===== src/rtl/bsg_fifo_rr_drain_sched_pkg.sv =====
// Width helpers shared by the drain scheduler, its interface and its picker.
package bsg_fifo_rr_drain_sched_pkg;

  // Bits needed to name one of n sources (at least one bit).
  function automatic int id_width(input int n);
    return (n <= 2) ? 1 : $clog2(n);
  endfunction

  // Bits needed to hold a burst count in the range 0..b.
  function automatic int cnt_width(input int b);
    return (b < 1) ? 1 : $clog2(b + 1);
  endfunction

endpackage


===== src/rtl/bsg_fifo_rr_drain_sched_if.sv =====
// Bundle of the upstream FIFO valid/yumi bank and the downstream valid/ready port.
// Handshake: upstream v_i[i] is a FIFO valid that stays up until yumi_o[i] is pulsed;
// downstream a beat moves on any cycle where v_o & ready_i, and v_o never looks at ready_i.
interface bsg_fifo_rr_drain_sched_if
  import bsg_fifo_rr_drain_sched_pkg::*;
#(
  parameter int num_fifos_p = 4,
  parameter int width_p     = 32,
  parameter int burst_max_p = 4
);
  localparam int id_w_lp  = id_width(num_fifos_p);
  localparam int cnt_w_lp = cnt_width(burst_max_p);

  logic [num_fifos_p-1:0]         v_i;
  logic [num_fifos_p*width_p-1:0] data_i;
  logic [num_fifos_p-1:0]         yumi_o;
  logic                           v_o;
  logic [width_p-1:0]             data_o;
  logic [id_w_lp-1:0]             id_o;
  logic                           ready_i;

  // Internal state made visible for checkers.
  logic [id_w_lp-1:0]             dbg_last_o;
  logic [cnt_w_lp-1:0]            dbg_burst_cnt_o;
  logic                           dbg_hold_v_o;

  modport slave (
    input  v_i, data_i, ready_i,
    output yumi_o, v_o, data_o, id_o, dbg_last_o, dbg_burst_cnt_o, dbg_hold_v_o
  );

  modport master (
    output v_i, data_i, ready_i,
    input  yumi_o, v_o, data_o, id_o, dbg_last_o, dbg_burst_cnt_o, dbg_hold_v_o
  );
endinterface


===== src/rtl/bsg_rr_pick.sv =====
// Combinational round-robin scan: first set request after start_i, wrapping to start_i last.
module bsg_rr_pick
  import bsg_fifo_rr_drain_sched_pkg::*;
#(
  parameter int num_p = 4,
  localparam int id_w_lp = id_width(num_p)
) (
  input  logic [num_p-1:0]   req_i,
  input  logic [id_w_lp-1:0] start_i,
  output logic               v_o,
  output logic [id_w_lp-1:0] id_o
);

  // Walk offsets from farthest to nearest so the nearest requester is assigned last and wins.
  always_comb begin
    int idx;
    v_o  = 1'b0;
    id_o = '0;
    idx  = 0;
    for (int off = num_p; off >= 1; off--) begin
      idx = int'(start_i) + off;
      if (idx >= num_p) idx = idx - num_p;
      if (req_i[idx[id_w_lp-1:0]]) begin
        v_o  = 1'b1;
        id_o = idx[id_w_lp-1:0];
      end
    end
  end

endmodule


===== src/rtl/bsg_fifo_rr_drain_sched.sv =====
// Drains a bank of valid/yumi FIFOs into one valid/ready consumer with
// burst-limited round-robin arbitration and a stall hold that freezes the grant.
module bsg_fifo_rr_drain_sched
  import bsg_fifo_rr_drain_sched_pkg::*;
#(
  parameter int num_fifos_p = 4,
  parameter int width_p     = 32,
  parameter int burst_max_p = 4
) (
  input  logic clk_i,
  input  logic reset_i,
  bsg_fifo_rr_drain_sched_if.slave bus
);
  localparam int id_w_lp  = id_width(num_fifos_p);
  localparam int cnt_w_lp = cnt_width(burst_max_p);
  localparam logic [cnt_w_lp-1:0] burst_max_lp = cnt_w_lp'(burst_max_p);
  localparam logic [id_w_lp-1:0]  last_rst_lp  = id_w_lp'(num_fifos_p - 1);

  if (num_fifos_p < 2) begin : g_bad_num
    $error("bsg_fifo_rr_drain_sched: num_fifos_p must be >= 2");
  end
  if (burst_max_p < 1) begin : g_bad_burst
    $error("bsg_fifo_rr_drain_sched: burst_max_p must be >= 1");
  end

  logic [id_w_lp-1:0]  last_q, last_d;
  logic [cnt_w_lp-1:0] burst_cnt_q, burst_cnt_d;
  logic                hold_v_q, hold_v_d;
  logic [id_w_lp-1:0]  hold_id_q, hold_id_d;

  logic                rr_v;
  logic [id_w_lp-1:0]  rr_id;
  logic                sticky;
  logic                any_v;
  logic [id_w_lp-1:0]  grant;
  logic                v_lo;
  logic                xfer;
  logic [num_fifos_p-1:0] yumi_lo;
  logic [width_p-1:0]  data_lo;

  bsg_rr_pick #(.num_p(num_fifos_p)) pick (
    .req_i   (bus.v_i),
    .start_i (last_q),
    .v_o     (rr_v),
    .id_o    (rr_id)
  );

  // A zero count means nobody owns the link yet (post-reset), so the scan starts at source 0.
  assign sticky = bus.v_i[last_q] && (burst_cnt_q != '0) && (burst_cnt_q < burst_max_lp);

  // Grant selection: a held beat wins, then the sticky owner, then the round-robin scan.
  always_comb begin
    grant = rr_id;
    any_v = rr_v;
    if (hold_v_q) begin
      grant = hold_id_q;
      any_v = bus.v_i[hold_id_q];
    end else if (sticky) begin
      grant = last_q;
      any_v = 1'b1;
    end
  end

  assign v_lo = any_v & ~reset_i;
  assign xfer = v_lo & bus.ready_i;

  // Output decode: data mux on the grant and a yumi only to the accepted source.
  always_comb begin
    yumi_lo = '0;
    data_lo = '0;
    for (int i = 0; i < num_fifos_p; i++) begin
      if (grant == id_w_lp'(i)) begin
        data_lo    = bus.data_i[i*width_p +: width_p];
        yumi_lo[i] = xfer;
      end
    end
  end

  assign bus.v_o             = v_lo;
  assign bus.data_o          = data_lo;
  assign bus.id_o            = grant;
  assign bus.yumi_o          = yumi_lo;
  assign bus.dbg_last_o      = last_q;
  assign bus.dbg_burst_cnt_o = burst_cnt_q;
  assign bus.dbg_hold_v_o    = hold_v_q;

  // Next state: accepted beats advance ownership and burst count; stalled beats latch the grant.
  always_comb begin
    last_d      = last_q;
    burst_cnt_d = burst_cnt_q;
    hold_v_d    = hold_v_q;
    hold_id_d   = hold_id_q;
    if (xfer) begin
      hold_v_d = 1'b0;
      last_d   = grant;
      if ((grant == last_q) && (burst_cnt_q < burst_max_lp)) begin
        burst_cnt_d = burst_cnt_q + cnt_w_lp'(1);
      end else begin
        burst_cnt_d = cnt_w_lp'(1);
      end
    end else if (v_lo) begin
      hold_v_d  = 1'b1;
      hold_id_d = grant;
    end
  end

  // State registers with asynchronous reset; reset drops any held beat.
  always_ff @(posedge clk_i or posedge reset_i) begin
    if (reset_i) begin
      last_q      <= last_rst_lp;
      burst_cnt_q <= '0;
      hold_v_q    <= 1'b0;
      hold_id_q   <= '0;
    end else begin
      last_q      <= last_d;
      burst_cnt_q <= burst_cnt_d;
      hold_v_q    <= hold_v_d;
      hold_id_q   <= hold_id_d;
    end
  end

  a_yumi_onehot0 : assert property (@(posedge clk_i) disable iff (reset_i) $onehot0(yumi_lo))
    else $error("yumi_o has more than one bit set");
  a_hold_valid : assert property (@(posedge clk_i) disable iff (reset_i) hold_v_q |-> bus.v_i[hold_id_q])
    else $error("held source dropped its valid before yumi");

endmodule

===== src/flat_wrapper.sv =====
// flat-port wrapper written by rule: the top's interface ports become plain ports
module bsg_fifo_rr_drain_sched_flat import bsg_fifo_rr_drain_sched_pkg::*;
#(
  parameter int num_fifos_p = 4,
  parameter int width_p     = 32,
  parameter int burst_max_p = 4
)
  (clk_i, reset_i, bus_v_i, bus_data_i, bus_ready_i, bus_yumi_o, bus_v_o, bus_data_o, bus_id_o, bus_dbg_last_o, bus_dbg_burst_cnt_o, bus_dbg_hold_v_o);
  bsg_fifo_rr_drain_sched_if #(.num_fifos_p(num_fifos_p), .width_p(width_p), .burst_max_p(burst_max_p)) bus_i ();
  input  logic clk_i;
  input  logic reset_i;
  input wire logic [$bits(bus_i.v_i)-1:0] bus_v_i;
  input wire logic [$bits(bus_i.data_i)-1:0] bus_data_i;
  input wire logic [$bits(bus_i.ready_i)-1:0] bus_ready_i;
  output wire logic [$bits(bus_i.yumi_o)-1:0] bus_yumi_o;
  output wire logic [$bits(bus_i.v_o)-1:0] bus_v_o;
  output wire logic [$bits(bus_i.data_o)-1:0] bus_data_o;
  output wire logic [$bits(bus_i.id_o)-1:0] bus_id_o;
  output wire logic [$bits(bus_i.dbg_last_o)-1:0] bus_dbg_last_o;
  output wire logic [$bits(bus_i.dbg_burst_cnt_o)-1:0] bus_dbg_burst_cnt_o;
  output wire logic [$bits(bus_i.dbg_hold_v_o)-1:0] bus_dbg_hold_v_o;
  assign bus_i.v_i = bus_v_i;
  assign bus_i.data_i = bus_data_i;
  assign bus_i.ready_i = bus_ready_i;
  assign bus_yumi_o = bus_i.yumi_o;
  assign bus_v_o = bus_i.v_o;
  assign bus_data_o = bus_i.data_o;
  assign bus_id_o = bus_i.id_o;
  assign bus_dbg_last_o = bus_i.dbg_last_o;
  assign bus_dbg_burst_cnt_o = bus_i.dbg_burst_cnt_o;
  assign bus_dbg_hold_v_o = bus_i.dbg_hold_v_o;
  bsg_fifo_rr_drain_sched #(.num_fifos_p(num_fifos_p), .width_p(width_p), .burst_max_p(burst_max_p)) u_core (.clk_i(clk_i), .reset_i(reset_i), .bus(bus_i));
endmodule

===== config.mk =====
export PLATFORM = sky130hd
export DESIGN_NAME = bsg_fifo_rr_drain_sched_flat
export DESIGN_NICKNAME = d
export VERILOG_FILES = /design/src/rtl/bsg_fifo_rr_drain_sched_pkg.sv /design/src/rtl/bsg_fifo_rr_drain_sched_if.sv /design/src/rtl/bsg_rr_pick.sv /design/src/rtl/bsg_fifo_rr_drain_sched.sv /design/src/flat_wrapper.sv
export SDC_FILE = /design/constraint.sdc
export NUM_CORES = 1
export LEC_CHECK = 0
export BUFFER_PORTS_ARGS = -buffer_cell sky130_fd_sc_hd__buf_2
export CELL_PAD_IN_SITES_DETAIL_PLACEMENT = 1
export CELL_PAD_IN_SITES_GLOBAL_PLACEMENT = 2
export CORE_MARGIN = 1.5
export CORE_UTILIZATION = 25
export DETAILED_ROUTE_END_ITERATION = 6
export GPL_ROUTABILITY_DRIVEN = 0
export PLACE_DENSITY = 0.82
export SLEW_MARGIN = 0
export SYNTH_ARGS = -nofsm -noshare
export SYNTH_HDL_FRONTEND = slang
export SYNTH_SLANG_ARGS = --single-unit

===== constraint.sdc =====
create_clock -name clk_i -period 3.1 [get_ports clk_i]
set_input_delay 0.31 -clock clk_i [delete_from_list [all_inputs] [get_ports clk_i]]
set_output_delay 0.31 -clock clk_i [all_outputs]
set_load 0.02 [all_outputs]

Yosys cells after proc, flatten, opt, wreduce, memory -nomap -nowiden:

Index checks and enable logic that the tools add are counted.

* input port bits: 135
* output and inout port bits: 45
* flip-flop bits (word level): 8
* logic and storage cells: 78

* reduce and logical (&&, ||, !) cells: 7
* bitwise gates (word level): 4
* $add $sub $neg: 9
* equal/unequal tests: 4
* multiplexer cells: 39
* order comparisons: 11

Operator list (count)
* 32-bit two-way mux: 4
* 2-bit two-way mux: 10
* 2-bit by 3-bit less-than comparator with 1-bit output, second input constant: 6
* 1-bit two-way mux: 18
* 1-bit binary-select mux with 2-bit select: 6
* 3-bit >= comparator, second input constant: 3
* 2-bit by 1-bit subtractor with 2-bit output, second input constant: 4
* 2-bit by 2-bit adder with 3-bit output, second input constant: 2
* 2-bit by 3-bit adder with 4-bit output, second input constant: 1
* 2-bit == test, second input constant: 2
* 4-bit by 3-bit >= comparator with 1-bit output, second input constant: 1
* 2-bit by 1-bit adder with 3-bit output, second input constant: 1
* 3-bit by 1-bit adder with 3-bit output, second input constant: 1
* 1-bit logical AND: 3
* 3-bit less-than comparator, second input constant: 1
* 3-bit two-way mux: 1
* 3-bit nonzero test: 1
* 1-bit AND: 2
* 2-bit by 1-bit == test with 1-bit output, second input constant: 1
* 2-bit == test: 1
* 2-bit zero test: 1
* 1-bit inverter: 2
* 2-bit AND reduction: 1
* 2-bit nonzero test: 1

Depth between registers and ports, before layout:

Gate-level depths: netlist (run 1).

* depth after elaboration: 16
* mapped depth: 9
* depth with buffers taken out: 8

Cells and area by module:

From an unflattened synthesis (run 1), not the netlist that was laid out.

* cell total of the unflattened synthesis: 185
* area, all modules: 1861.8 sq um

Modules (own cells, without submodules)
* bsg_fifo_rr_drain_sched: cells each 171, area an instance 1770.4 sq um, instances 1, seq. area each 202.7 sq um
* bsg_rr_pick: cells each 14, area an instance 91.3 sq um, instances 1, seq. area each 0.0 sq um

Worst setup path after synthesis (run 1):

No wires, ideal clock.

* kind: register to output
* from: register u_core.burst_cnt_q[0], in the netlist u_core.bus.dbg_burst_cnt_o[0]
* to: output port bus_data_o[0]
* path slack: 0.295 ns
* cell stages (with the launch flop): 10
* buffers on the path: 2
* arrival time: 2.495 ns
* data required time: 2.790 ns
* path through: dfrtp_1 -> inv_1 -> ha_1 -> or3b_1 -> o22a_1 -> and2_1 -> a211oi_2 -> buf_6 -> buf_6 -> mux2i_1

* longest elaborated chain between the ends: 10
* elaborated cells between the ends (all ways): 14
* those cells by class: order compare: 1; eq/ne: 3; mux: 6; reduce/logical: 4

Ends and longest elaborated chain
* from (decl): RTL line bsg_fifo_rr_drain_sched.sv:27 `logic [cnt_w_lp-1:0] burst_cnt_q, burst_cnt_d;`
* from (signal assigned): RTL line bsg_fifo_rr_drain_sched.sv:116 `burst_cnt_q <= burst_cnt_d;`
* parallel branches: the longest is 2 deep, another holds 3-bit less-than comparator
* 1-bit logical AND *: RTL line bsg_fifo_rr_drain_sched.sv:49 `assign sticky = bus.v_i[last_q] && (burst_cnt_q != '0) && (burst_cnt_q < burst_max_lp);`
* 2-bit two-way mux *: RTL line bsg_fifo_rr_drain_sched.sv:58 `end else if (sticky) begin`
* 2-bit two-way mux *: RTL line bsg_fifo_rr_drain_sched.sv:55 `if (hold_v_q) begin`
* 2-bit zero test: RTL line bsg_fifo_rr_drain_sched.sv:72 `if (grant == id_w_lp'(i)) begin`
* 32-bit two-way mux (3 in series): RTL line bsg_fifo_rr_drain_sched.sv:72
* 32-bit two-way mux *: RTL line bsg_fifo_rr_drain_sched.sv:72
* to (decl): RTL line flat_wrapper.sv:17 `output wire logic [$bits(bus_i.data_o)-1:0] bus_data_o;`

Every way passes the cells marked *.

Final worst setup path (run 1):

* from: register u_core.burst_cnt_q[1], in the netlist u_core.bus.dbg_burst_cnt_o[1]
* to: output port bus_data_o[21]

Same word-level chain as after synthesis.

==> results.json, run 1 <==
{
  "status": "finished, final reports clean",
  "dieArea_um2": 16620,
  "synth_mux_area_frac": 0.09972,
  "crit_type": "reg2out",
  "grt_first_pass_wirelength_mm": 29.37,
  "synth_nets": 745,
  "grt_pass1_vias": 5838,
  "vdd_drop_max_mv": 0.5875,
  "fill_cells": 1971,
  "first_iter_violations": 263,
  "grtUsageTotal": 0.2145,
  "rsz0062_at_grt": "yes",
  "p_per_area_nw_per_um2": 1151,
  "final_common_cell": "buf_2",
  "cts.sinks": 8,
  "design.core.area_um2": 15370,
  "syn_area_per_cell_um2": 6.521,
  "synth_compound_area_frac": 0.4475,
  "synth_seq_area_share": 0.05112,
  "die_w_um": 128.9,
  "placed_area_um2": 5110,
  "cts_buffers": 3,
  "period_needed_ns": 3.026,
  "fmax_mhz": 330.4,
  "wl_per_cell_um": 20.56,
  "vias_per_cell": 6.001,
  "synth-main-ff-cell": "dfrtp_1",
  "final_cell_mix": "buf_2 (164), nor3_1 (125), nand2_1 (73)",
  "fp-row-count": 45,
  "timing.setup.tns_ns": 0,
  "yosysUniqueCellTypes": 52,
  "cp.required_ns": 2.79,
  "drive_gt1_frac": 0.3360,
  "syn_area_um2": 3965,
  "dpl.hpwl_mm": 13.19,
  "synth_xor_area_frac": 0,
  "async_flop_share": 1.000,
  "report.final.slew_viol_count": 0,
  "cp.arrival_ns": 2.72,
  "route.antenna.remaining_nets": 0,
  "wirelength_mm": 19.74,
  "cts_root_buf": "clkbuf_16",
  "setup_viol": 0,
  "grt_max_degree": 56,
  "finClkSkew_ns": 0.004254,
  "clockBufferDepth": 2,
  "synth_top_area_share": 0.1818,
  "synth_warnings": 0,
  "syn_to_final_growth_pct": 39.29,
  "nNetsFinal": 885,
  "synth_cells": 608,
  "yosys.area_share.simple": 0.2947,
  "clkTransAtPathRegs_ns": 0.04,
  "die_h_um": 128.9,
  "finalCritPeriodShare": 0.9762,
  "hold_class": "in2async",
  "gr-total-overflow": 0,
  "worstPathMaxFanout": 6,
  "cp-start-kind": "flip-flop",
  "drt_pre_antenna_iters": 4,
  "start_util": 0.2580,
  "leakagePower_nw": 2.330,
  "slew-limit-headroom": 0.6204,
  "synth_top_cell_by_area": "o2111a_1",
  "worstSetupEndpointType": "primary output",
  "num_vias": 5761,
  "r2r_cells": 7,
  "synth_top_family_by_area": "compound AO/OA/AOI/OAI gates",
  "design_area_um2": 5523,
  "ios": 180,
  "maxCapViolCount": 0,
  "cts_htree_levels": 1,
  "ys_ff_latch": 8,
  "yosys.area_share.adder": 0.006311,
  "synthTopCellsByArea": "o2111a_1 (18%), nor3_1 (16%), a22oi_1 (12%)",
  "hold_viol": 0,
  "drc_errors": 0,
  "numPortBuffers": 179,
  "grt_antenna_before_repair": 4,
  "synth_enable_flop_cells": 0,
  "clock_latency_ns": 0.24,
  "cts_hold_buf": 0,
  "worst_pin_slew_ns": 0.5694,
  "cts_tree": "done"
}
## cells in the mapped netlist, types with 2 or more instances
cell type    n
nand3_1      2
dfrtp_1      6
mux2i_1     35
and2_1       3
nor4_1       4
buf_1        9
clkbuf_1    47
inv_1        5
buf_2       25
dfstp_2      2
nor3_1     130
a211o_1      2
nor2_1      10
mux2_2       3
nand2_1     73
o22a_1       2
o221ai_1     3
o2111a_1    64
a22oi_1     64
inv_2        3
buf_6        3
o21ai_1      2
o311ai_1     2
a21o_1       2
nor2b_1      2
a211oi_1     2
a21oi_1      3
nand4b_1     2
nand2b_1     6
o22ai_1      3
ha_1         2
o21ai_0     65
and3_1       3
## stage by stage
stage               setup WS, ns  total power (W)  hold WS (ns)  instances    util
global placement          0.2133         0.005169        0.2936        941  0.3324
detailed placement        0.1200         0.005349        0.3075        941  0.3324
finish                   0.07370         0.006357       0.05323        960  0.3593
floorplan                 0.2949         0.003707        0.1242        608       -
global route            -0.03060         0.006785       0.08452        959  0.3591
CTS                    0.0003368         0.005876       0.06505        953  0.3462
## layout make-up
cell class | instances | area [um^2] | area share
clock buffer | 4 | 78.83 | 0.01427
antenna | 2 | 5.005 | 0.0009062
sequential | 8 | 202.7 | 0.03670
tap | 211 | 264.0 | 0.04780
multi-input combinational | 510 | 3510 | 0.6355
timing repair buffer | 217 | 1430 | 0.2589
inverter | 8 | 32.53 | 0.005890
## metal layers
layer / GRT usage / wire length, um / vias up / part of all wire
met2: 0.3819 / 9374 / 189 / 0.47
li1: - / - / 2687 / -
met4: 0.04296 / 312 / 4 / 0.016
met1: 0.2633 / 8650 / 2854 / 0.44
met3: 0.05031 / 1370 / 27 / 0.069
met5: 0 / 26 / - / 0.0013
## registers in the layout, indices dropped and copies added (netlist names)
name                        flops
u_core.bus.dbg_burst_cnt_o      3
u_core.bus.dbg_last_o           2
u_core.bus.dbg_hold_v_o         1
u_core.hold_id_q                2
## critical path: stages (launching register included)
cell and delay, ns:
dfrtp_1 0.37, inv_1 0.05, ha_2 0.20, or3b_4 0.40, o22a_1 0.27, and2_4 0.19, a211oi_4 0.26, buf_6 0.17
clkbuf_16 0.17, mux2i_4 0.24, buf_4 0.17
## report_power, final
group / total, W / switching, W / internal, W
registers: 0.000239 / 0.0000844 / 0.000154
clock network: 0.000231 / 0.0000588 / 0.000172
logic: 0.00589 / 0.00359 / 0.00229
total: 0.00636 / 0.00374 / 0.00262
## kinds of logic after synthesis
kind of cell / Yosys count
AOI/OAI and AO/OA: 224
adders and majority gates: 2
buffers and inverters: 92
DFF: 8
muxes: 39
and+or+nand+nor: 243
## timing repair
action | in CTS | in global routing
pin swaps | 2 | 2
resized for setup | 4 | 36
cloned | 2 | 4
buffers inserted | 6 | 1
endpoints found under the hold margin | 0 | 0
setup endpoints to repair | 31 | 35
## final timing paths
check / start / to / slack (ns)
worst max register to register: u_core.bus.dbg_last_o[0] / u_core.bus.dbg_burst_cnt_o[2] / 0.57
worst min register to register: u_core.hold_id_q[0] / u_core.hold_id_q[0] / 0.66
worst max-delay path: u_core.bus.dbg_burst_cnt_o[1] / bus_data_o[21] / 0.07
max in group asynchronous: reset_i / u_core.bus.dbg_last_o[0] / 2.75
worst min-delay path: reset_i / u_core.bus.dbg_burst_cnt_o[1] / 0.05
min in group clk_i: reset_i / u_core.bus.dbg_hold_v_o / 0.42
No activity file was read; power rests on OpenSTA's default activity.
==> run 2: changes to the inputs <==
--- a/constraint.sdc
+++ b/constraint.sdc
@@ -3,2 +3,2 @@
 set_output_delay 0.31 -clock clk_i [all_outputs]
-set_load 0.02 [all_outputs]
+set_load 0.01 [all_outputs]
==> run 2 against run 1 <==
Compared with the run above:
- clock-buffer cell count unchanged
- sequential share of layout area is essentially flat
- register-to-register slack better by 0.03 ns
- clock skew down 0.0025 ns
- non-clock buffer count is 2 higher
- clock power down 3%
- first-iteration DRC count increased by 13%
- total power fell by 5.7%
- maximum frequency decreased by 0.68%
- global-route usage grew 0.11 points
- routed wire length down 0.44%
- design area up 1.2%
==> results.json, run 2 (synthesis gave the netlist of run 1 again) <==
{
  "die_w_um": 128.9,
  "grtUsageTotal": 0.2156,
  "ios": 180,
  "postLayoutCoreUtil": 0.3635,
  "period_needed_ns": 3.047,
  "start_util": 0.2580,
  "maxCapViolCount": 0,
  "finalCritPeriodShare": 0.9829,
  "final_common_cell": "buf_2",
  "p_per_area_nw_per_um2": 1073,
  "design_area_um2": 5588,
  "grt_max_degree": 53,
  "first_iter_violations": 296,
  "numPortBuffers": 179,
  "rr_startpoint": "u_core.bus.dbg_last_o[0]",
  "critPathTopFamily": "buffers and inverters",
  "wl_per_cell_um": 20.43,
  "drt_pre_antenna_iters": 5,
  "post-place-cells": 940,
  "clock_latency_ns": 0.23,
  "reg2reg_to": "u_core.bus.dbg_burst_cnt_o[1]",
  "finClkSkew_ns": 0.001776,
  "rsz0062_at_grt": "yes",
  "die_h_um": 128.9,
  "drc_errors": 0,
  "grt_pass1_vias": 5773,
  "worst-path-buf-inv": 4,
  "worstPathMaxFanout": 6,
  "leakagePower_nw": 2.358,
  "worstSetupEndpointType": "primary output",
  "fp-row-count": 45,
  "design.core.area_um2": 15370,
  "status": "finished, final reports clean",
  "gr-total-overflow": 0,
  "crit_type": "reg2out",
  "r2r_slack_ns": 0.60,
  "hold_viol": 0,
  "grt_first_pass_wirelength_mm": 29.39,
  "cts_htree_levels": 1,
  "path_cells": "inv_2 -> ha_4 -> or3b_4 -> o22a_1 -> and2_4 -> a211oi_4 -> buf_6 -> buf_12 -> mux2i_1 -> buf_2",
  "clkTransAtPathRegs_ns": 0.04,
  "setup_viol": 0,
  "fmax_mhz": 328.2,
  "cts.sinks": 8,
  "cp.required_ns": 2.79,
  "r2r_cells": 7,
  "vdd_drop_max_mv": 0.3897,
  "timing.setup.tns_ns": 0,
  "vias_per_cell": 6.006,
  "cts_root_buf": "clkbuf_16",
  "num_vias": 5778,
  "fin_cells": 962,
  "power_w": 0.005995,
  "final_cell_mix": "buf_2 (178), nor3_1 (121), nand2_1 (73)",
  "dieArea_um2": 16620,
  "report.final.slew_viol_count": 0,
  "drive_gt1_frac": 0.3485,
  "cts_buffers": 3,
  "worst_pin_slew_ns": 0.6088,
  "clockBufferDepth": 2,
  "cp-start-kind": "flip-flop",
  "cpPeakStageDelay_ns": 0.43,
  "route.antenna.remaining_nets": 0,
  "cts_tree": "done",
  "cp.arrival_ns": 2.74,
  "grt_antenna_before_repair": 3,
  "largest_reg_flops": 3,
  "cp_slowest_cell": "dfrtp_1",
  "dpl.hpwl_mm": 13.16,
  "slew-limit-headroom": 0.5941,
  "placed_area_um2": 5115,
  "syn_to_final_growth_pct": 40.93,
  "wirelength_mm": 19.65,
  "cts_hold_buf": 0,
  "hold_class": "in2async",
  "nNetsFinal": 887
}
-- run 2: cell types whose count changed in the layout (fill, tap and decap cells not counted), sizes merged --
cell | previous run | this run
clkbuf | 6 | 8
buf | 214 | 213
bufbuf | 1 | 2
-- run 2: power by group --
part           internal [W]  switching, W  leakage (nW)
Combinational       0.00229       0.00324          2.23
Sequential         0.000154     0.0000857        0.0902
Clock              0.000172     0.0000525        0.0382
-- run 2: repair_timing --
item                                   in CTS  in global routing
setup endpoints to repair                  24                 35
endpoints found under the hold margin       0                  0
buffers inserted                            0                  8
cloned                                      2                  6
resized for setup                           3                 29
pin swaps                                   0                  4
-- run 2: cell type report --
| type | count | area (um^2) |
|---|---|---|
| timing repair buffer | 219 | 1455 |
| multi-input combinational | 510 | 3547 |
| tap | 211 | 264.0 |
| antenna | 2 | 5.005 |
| fill | 1955 | 9783 |
| inverter | 8 | 35.03 |
| clock buffer | 4 | 78.83 |
| sequential | 8 | 202.7 |
-- run 2: per-stage QoR --
stage / setup WS (ns) / hold slack (ns)
2_1_floorplan: 0.5175 / 0.1242
5_1_grt: -0.05549 / 0.09250
4_1_cts: 0.0008942 / 0.07076
6_report: 0.05297 / 0.06397
3_5_place_dp: 0.1492 / 0.3144
3_3_place_gp: 0.1899 / 0.2990
-- run 2: worst max-delay path by stage --
stage	startpoint	endpoint	slack, ns	cells past startpoint
6_report	u_core.bus.dbg_burst_cnt_o[0]	bus_data_o[24]	0.05	10
3_5_place_dp	u_core.bus.dbg_burst_cnt_o[0]	bus_data_o[13]	0.15	10
5_1_grt	u_core.bus.dbg_burst_cnt_o[0]	bus_data_o[29]	-0.06	10
3_3_place_gp	u_core.bus.dbg_burst_cnt_o[0]	bus_data_o[21]	0.19	9
4_1_cts	u_core.bus.dbg_burst_cnt_o[0]	bus_data_o[27]	0.0009	9
2_1_floorplan	u_core.bus.dbg_burst_cnt_o[0]	bus_data_o[0]	0.52	9
-- run 2: metal layers --
metal,GRT usage,vias up,wire [um]
met1,0.2709,2849,8690
met3,0.04615,25,1297
met4,0.05552,2,323
met2,0.3734,200,9325
met5,0,-,12
li1,-,2702,-
